`config.mk`:
```
export PLATFORM = sky130hd
export DESIGN_NAME = mvu_apb_master
export DESIGN_NICKNAME = d
export VERILOG_FILES = /design/src/rtl/mvu_apb_master.sv
export SDC_FILE = /design/constraint.sdc
export NUM_CORES = 1
export LEC_CHECK = 0
export BUFFER_PORTS_ARGS = -buffer_cell sky130_fd_sc_hd__buf_2
export CORE_MARGIN = 2
export CORE_UTILIZATION = 45
export DETAILED_ROUTE_END_ITERATION = 6
export PLACE_DENSITY = 0.76
export SETUP_SLACK_MARGIN = 0.3
export SLEW_MARGIN = 20
export SYNTH_ARGS = -nofsm -noshare
export SYNTH_HDL_FRONTEND = slang
export SYNTH_SLANG_ARGS = --single-unit
```
`constraint.sdc`:
```
create_clock -name clk -period 4.5 [get_ports clk]
set_input_delay 0.675 -clock clk [delete_from_list [all_inputs] [get_ports clk]]
set_output_delay 0.675 -clock clk [all_outputs]
set_load 0.005 [all_outputs]
```
`src/rtl/mvu_apb_master.sv`:
```
// mvu_apb_master: valid/ready command stream to APB initiator with wait-state timeout
module mvu_apb_master #(
    parameter int ADDR_WIDTH     = 32,
    parameter int DATA_WIDTH     = 32,
    parameter int TIMEOUT_CYCLES = 256
) (
    input  logic                    clk,
    input  logic                    rst,
    input  logic                    cmd_valid,
    output logic                    cmd_ready,
    input  logic                    cmd_write,
    input  logic [ADDR_WIDTH-1:0]   cmd_addr,
    input  logic [DATA_WIDTH-1:0]   cmd_wdata,
    input  logic [DATA_WIDTH/8-1:0] cmd_strb,
    output logic                    rsp_valid,
    input  logic                    rsp_ready,
    output logic [DATA_WIDTH-1:0]   rsp_rdata,
    output logic                    rsp_err,
    output logic                    rsp_timeout,
    output logic [ADDR_WIDTH-1:0]   paddr,
    output logic [2:0]              pprot,
    output logic                    psel,
    output logic                    penable,
    output logic                    pwrite,
    output logic [DATA_WIDTH-1:0]   pwdata,
    output logic [DATA_WIDTH/8-1:0] pstrb,
    input  logic                    pready,
    input  logic [DATA_WIDTH-1:0]   prdata,
    input  logic                    pslverr
);
    localparam int CW = (TIMEOUT_CYCLES > 0) ? $clog2(TIMEOUT_CYCLES + 1) : 1;
    localparam logic [CW-1:0] LAST = CW'((TIMEOUT_CYCLES > 0) ? TIMEOUT_CYCLES - 1 : 0);
    typedef enum logic [1:0] {idle, setup, access, resp} state_t;
    state_t state;
    logic [CW-1:0] cnt;
    assign cmd_ready = state == idle;
    assign pprot = 3'b000;
    // One access at a time: latch command, run APB setup/access, hold response until taken
    always_ff @(posedge clk or posedge rst) begin
        if (rst) begin
            state       <= idle;
            cnt         <= '0;
            psel        <= 1'b0;
            penable     <= 1'b0;
            pwrite      <= 1'b0;
            paddr       <= '0;
            pwdata      <= '0;
            pstrb       <= '0;
            rsp_valid   <= 1'b0;
            rsp_rdata   <= '0;
            rsp_err     <= 1'b0;
            rsp_timeout <= 1'b0;
        end else begin
            case (state)
                idle: if (cmd_valid) begin
                    pwrite <= cmd_write;
                    paddr  <= cmd_addr;
                    pwdata <= cmd_wdata;
                    pstrb  <= cmd_write ? cmd_strb : '0;
                    cnt    <= '0;
                    psel   <= 1'b1;
                    state  <= setup;
                end
                setup: begin
                    penable <= 1'b1;
                    state   <= access;
                end
                access: if (pready) begin
                    rsp_rdata   <= pwrite ? '0 : prdata;
                    rsp_err     <= pslverr;
                    rsp_timeout <= 1'b0;
                    rsp_valid   <= 1'b1;
                    psel        <= 1'b0;
                    penable     <= 1'b0;
                    state       <= resp;
                end else if (TIMEOUT_CYCLES != 0 && cnt == LAST) begin
                    rsp_rdata   <= '0;
                    rsp_err     <= 1'b1;
                    rsp_timeout <= 1'b1;
                    rsp_valid   <= 1'b1;
                    psel        <= 1'b0;
                    penable     <= 1'b0;
                    state       <= resp;
                end else if (~&cnt) begin
                    cnt <= cnt + 1'b1;
                end
                resp: if (rsp_ready) begin
                    rsp_valid <= 1'b0;
                    state     <= idle;
                end
                default: state <= idle;
            endcase
        end
    end
endmodule

```
Word-level counts from Yosys, hierarchy flattened
Cells that the tools add are included.

Register bits: 117. Latch bits: 0. RAM bits: 0. Bits in read-only memories: 0. Logic and storage cells: 61. Memories kept: 0.

Add/subtract/negate cells: 1. $mul: 0. Div/mod/pow operators: 0. Order comparisons: 0. Eq/ne operators: 10. Shift-type cells: 0. Mux-type cells: 25. Bitwise logic cells: 0. Reductions and logical operators: 13.

Operators with widths (count): $mux 32 (3); $mux 9 (4); $pmux 9 s2 (1); $ne 2x2->1 const B (5); $add 9x1->9 const B (1); $eq 9x8->1 const B (1); $reduce_and 3->1 (3); $reduce_and 9->1 (1); $mux 1 (8); $mux 2 (4); $pmux 2 s4 (1); $reduce_bool 2->1 (4); $pmux 1 s2 (3); $reduce_and 2->1 (3); $reduce_and 5->1 (1); $eq 2x2->1 const B (2); $mux 4 (1); $ne 3x3->1 const B (1); $eq 2x1->1 const B (1); $logic_not 2->1 (1).

Depth between registers and ports, before layout
Depth after elaboration: 5. Mapped depth: 9. Depth with buffers taken out: 8.

Worst setup path after synthesis
OpenSTA, ideal clock, no wires.

Kind: reg-to-reg. Start point: register cnt[0]. End point: register cnt[5]. Arrival: 2409 ps. Slack: 2014 ps. Cell stages (with the launch flop): 10. Path buffers: 1. Clock period less this slack: 2486 ps. Cell sequence: dfrtp_1 -> ha_1 -> nand2_1 -> nor3_1 -> ha_1 -> or4b_4 -> a21o_1 -> buf_6 -> or4_1 -> a21oi_1.

Word-level cells in the longest chain between the ends: 5. Elaborated cells between the ends (all ways): 10.

Ends and longest elaborated chain: from (decl) (RTL line 35) `logic [CW-1:0] cnt;`; from (signal assigned) (RTL line 85) `cnt <= cnt + 1'b1;`; $add 9x1->9 (RTL line 85); $mux 9 (RTL line 84) `end else if (~&cnt) begin`; $mux 9 (RTL line 76) `end else if (TIMEOUT_CYCLES != 0 && cnt == LAST) begin`; $mux 9 (RTL line 68) `access: if (pready) begin`; $pmux 9 s2 (RTL line 54) `case (state)`.

Parallel ways exist; a longest one is shown, timed or not. The select of a mux whose other input is x is not followed. A chain may end at the register's enable or synchronous reset.

Worst setup path after layout
Start point: register state[0]. End point: register cnt[5].

Word-level cells in the longest chain between the ends: 3. Elaborated cells between the ends (all ways): 9.

Ends and longest elaborated chain: from (decl) (RTL line 34) `state_t state;`; from (signal assigned) (RTL line 41) `state <= idle;`; from (signal assigned) (RTL line 62) `state <= setup;`; from (signal assigned) (RTL line 66) `state <= access;`; $eq 2x2->1 / $logic_not 2->1 (equally long branches) (RTL line 54); $ne 2x2->1 (no source line) / $reduce_bool 2->1 (equally long branches); $reduce_and 5->1 (no source line).

Parallel ways exist; a longest one is shown, timed or not.

==> results.cfg <==
[logic_synthesis]
synth_top_family_by_area = multiplexers
ys_top_cells_by_area = dfrtp_1 64%, mux2_2 16%, a22o_1 6.3%
synth-compound-area-share_pct = 10.0
yosys.area.top_type = dfrtp_1
synthMuxAreaShare_pct = 16.3
ys_warn_count = 0
synth_top_area_share_pct = 64.1
ys_seq_area_share_pct = 64.1
synth_fa_ha_area_share_pct = 2.19
yosysUniqueCellTypes = 26
syn_area_mm2 = 0.00457
synthSimpleGateAreaFrac_pct = 4.22
syn_area_per_cell_um2 = 14.1
ys_ff_latch = 117
synth_xor_area_share_pct = 0.575
postSynthCellCount = 324

[timing]
rsz0062_at_grt = false
fin_crit_sh_pct = 59.0
layout_min_cycle_time_ns = 2.66
whs_ns = 0.251
relSlewSlack_pct = 45.2
tightest_slew_ns = 0.818
fmax_mhz = 376
setup_violations = 0
hold_viol = 0
setup_slack_ns = 1.84
worst_clock_skew_ns = 0.00816
final.setup.tns_ns = 0
slew_viol_final = 0

[setup_path]
worstSetupEndpointType = register
required_ns = 4.93
r2r_setup_slack_ns = 1.84
crit_start = state[0]
critical_path_arrival_ns = 3.09
timing.rr.end = cnt[5]
crit_end = cnt[5]
rr_worst_depth = 6
critPathKind = reg2reg
cp-start-kind = register
crit_fanout = 15
rr_startpoint = state[0]

[final_layout]
final_cell_mix = 213 x buf_2, 117 x dfrtp_1, 66 x mux2_2, 33 x a22o_1, 19 x nand2_1
syn2layout_area_growth_pct = 39.1
antennaDiodeCount = 0
fin_area_mm2 = 0.00636
utilization_pct = 64.7
nets = 657
layout.cells.non_filler = 688
mostFrequentLayoutCell = buf_2
drive_gt1_share_pct = 56.9

[placement]
hpwl_um = 7590
place_congestion = 0.771
io_buffer_count = 213
dp.cells = 656
dpl-instance-area_mm2 = 0.00576
place_ws_ns = 1.85

[run]
drv_cap = 0

[detailed_routing]
wire_per_inst_um = 15.5
drt-total-wl_um = 10700
viasPerCell = 5.00
ant_nets = 0
dr.pass1.iters = 4
drtIter0Drc = 143
drc = 0
via_count = 3439

[pwr]
p_leak_nw = 3.24
ir_drop_mv = 0.378
pwr_density_cell_mw_per_mm2 = 708
p_total_mw = 4.50

[floorplan]
die_w_um = 105
chipHeight_um = 105
die_area_mm2 = 0.0110
ios = 217
num_rows = 36
coreArea_mm2 = 0.00982
initial_utilization_pct = 46.5

[global_route]
antenna_found_initial = 0
grt_max_degree = 54
grt_usage_pct = 20.2
globalRouteOverflowTotal = 0
grt_pass1_wl_um = 17200
grt_pass1_vias = 3553

[cts]
cts_resized = 0
clock_path_buffers = 2
htree_levels = 4
clock_latency_ns = 0.51
ctsHoldBuffers = 0
cts_tree = built
cts_setup_buffers = 0
ctsRootBufferMaster = clkbuf_8
numCtsBuffers = 17
clk_pin_slew_ns = 0.06
cts.sinks = 117

[status]
status = finished clean

[worst_hold_path]
hold_path.class = in2async
-- worst max-delay path: stages, from the launching register on --
cell and delay (ns):
dfrtp_1 0.41, inv_1 0.12, ha_1 0.52, or4b_4 0.56
a21o_1 0.29, or4_1 0.53, a21oi_1 0.15
-- cell usage after synthesis --
master    instances
a21oi_1           8
a22o_1           33
or4b_4            1
conb_1            1
nor2_1            8
xnor2_1           3
mux2_2           66
nand2_1          20
buf_4             3
dfrtp_1         117
o21ai_1           1
ha_1              8
a211oi_1          3
nand4_1           1
clkbuf_1         15
o32a_1            1
o31ai_1           3
a21o_1            2
buf_6             1
inv_1             7
o21ai_0          11
nor3_1            1
or4_1             3
nand2b_1          3
nor2b_1           1
nand3_1           3
-- worst min-delay path by stage --
stage,cells after the start,slack [ns],to
detailed placement,2,0.47,pstrb[2]
CTS,2,0.26,pwdata[17]
finish,2,0.25,pwdata[17]
floorplan,2,0.47,cnt[1]
global route,2,0.30,pwdata[12]
global placement,2,0.46,pstrb[1]
-- kinds of logic (layout without fill, tap and decap cells) --
logic type               after synthesis  count (layout)
multiplexers                          66              66
AO/OA/AOI/OAI                         62              62
buffers and inverters                 26             255
flip-flops                           117             117
XOR/XNOR                               3               3
other                                  1               3
adder cells (fa/ha/maj)                8               8
AND/OR/NAND/NOR                       41              41
-- registers in the layout, summed over array words and instances (netlist names) --
signal / flops
state: 2
pwrite: 1
rsp_rdata: 32
psel: 1
pstrb: 4
pwdata: 32
rsp_timeout: 1
penable: 1
rsp_valid: 1
rsp_err: 1
cnt: 9
paddr: 32
-- power by group --
part	internal (mW)	switching (mW)
Clock	0.882	0.442
Combinational	0.788	0.620
Sequential	1.52	0.249
-- layer usage --
| layer | global-route usage, % | part of all wire (%) | vias up |
|---|---|---|---|
| met2 | 34.3 | 52 | 152 |
| met3 | 7.80 | 6.5 | 26 |
| met1 | 22.8 | 39 | 1671 |
| met5 | 0 | 0 | - |
| li1 | - | - | 1590 |
| met4 | 8.19 | 2.6 | 0 |
-- final cells by class --
type	count	area (um^2)
clock buffer	23	467
sequential	117	2930
clock inverter	9	125
inverter	7	28.8
timing repair buffer	216	1090
multi-input combinational	183	1550
fill	748	3460
tap	133	166
(Power assumes the default switching activity.)
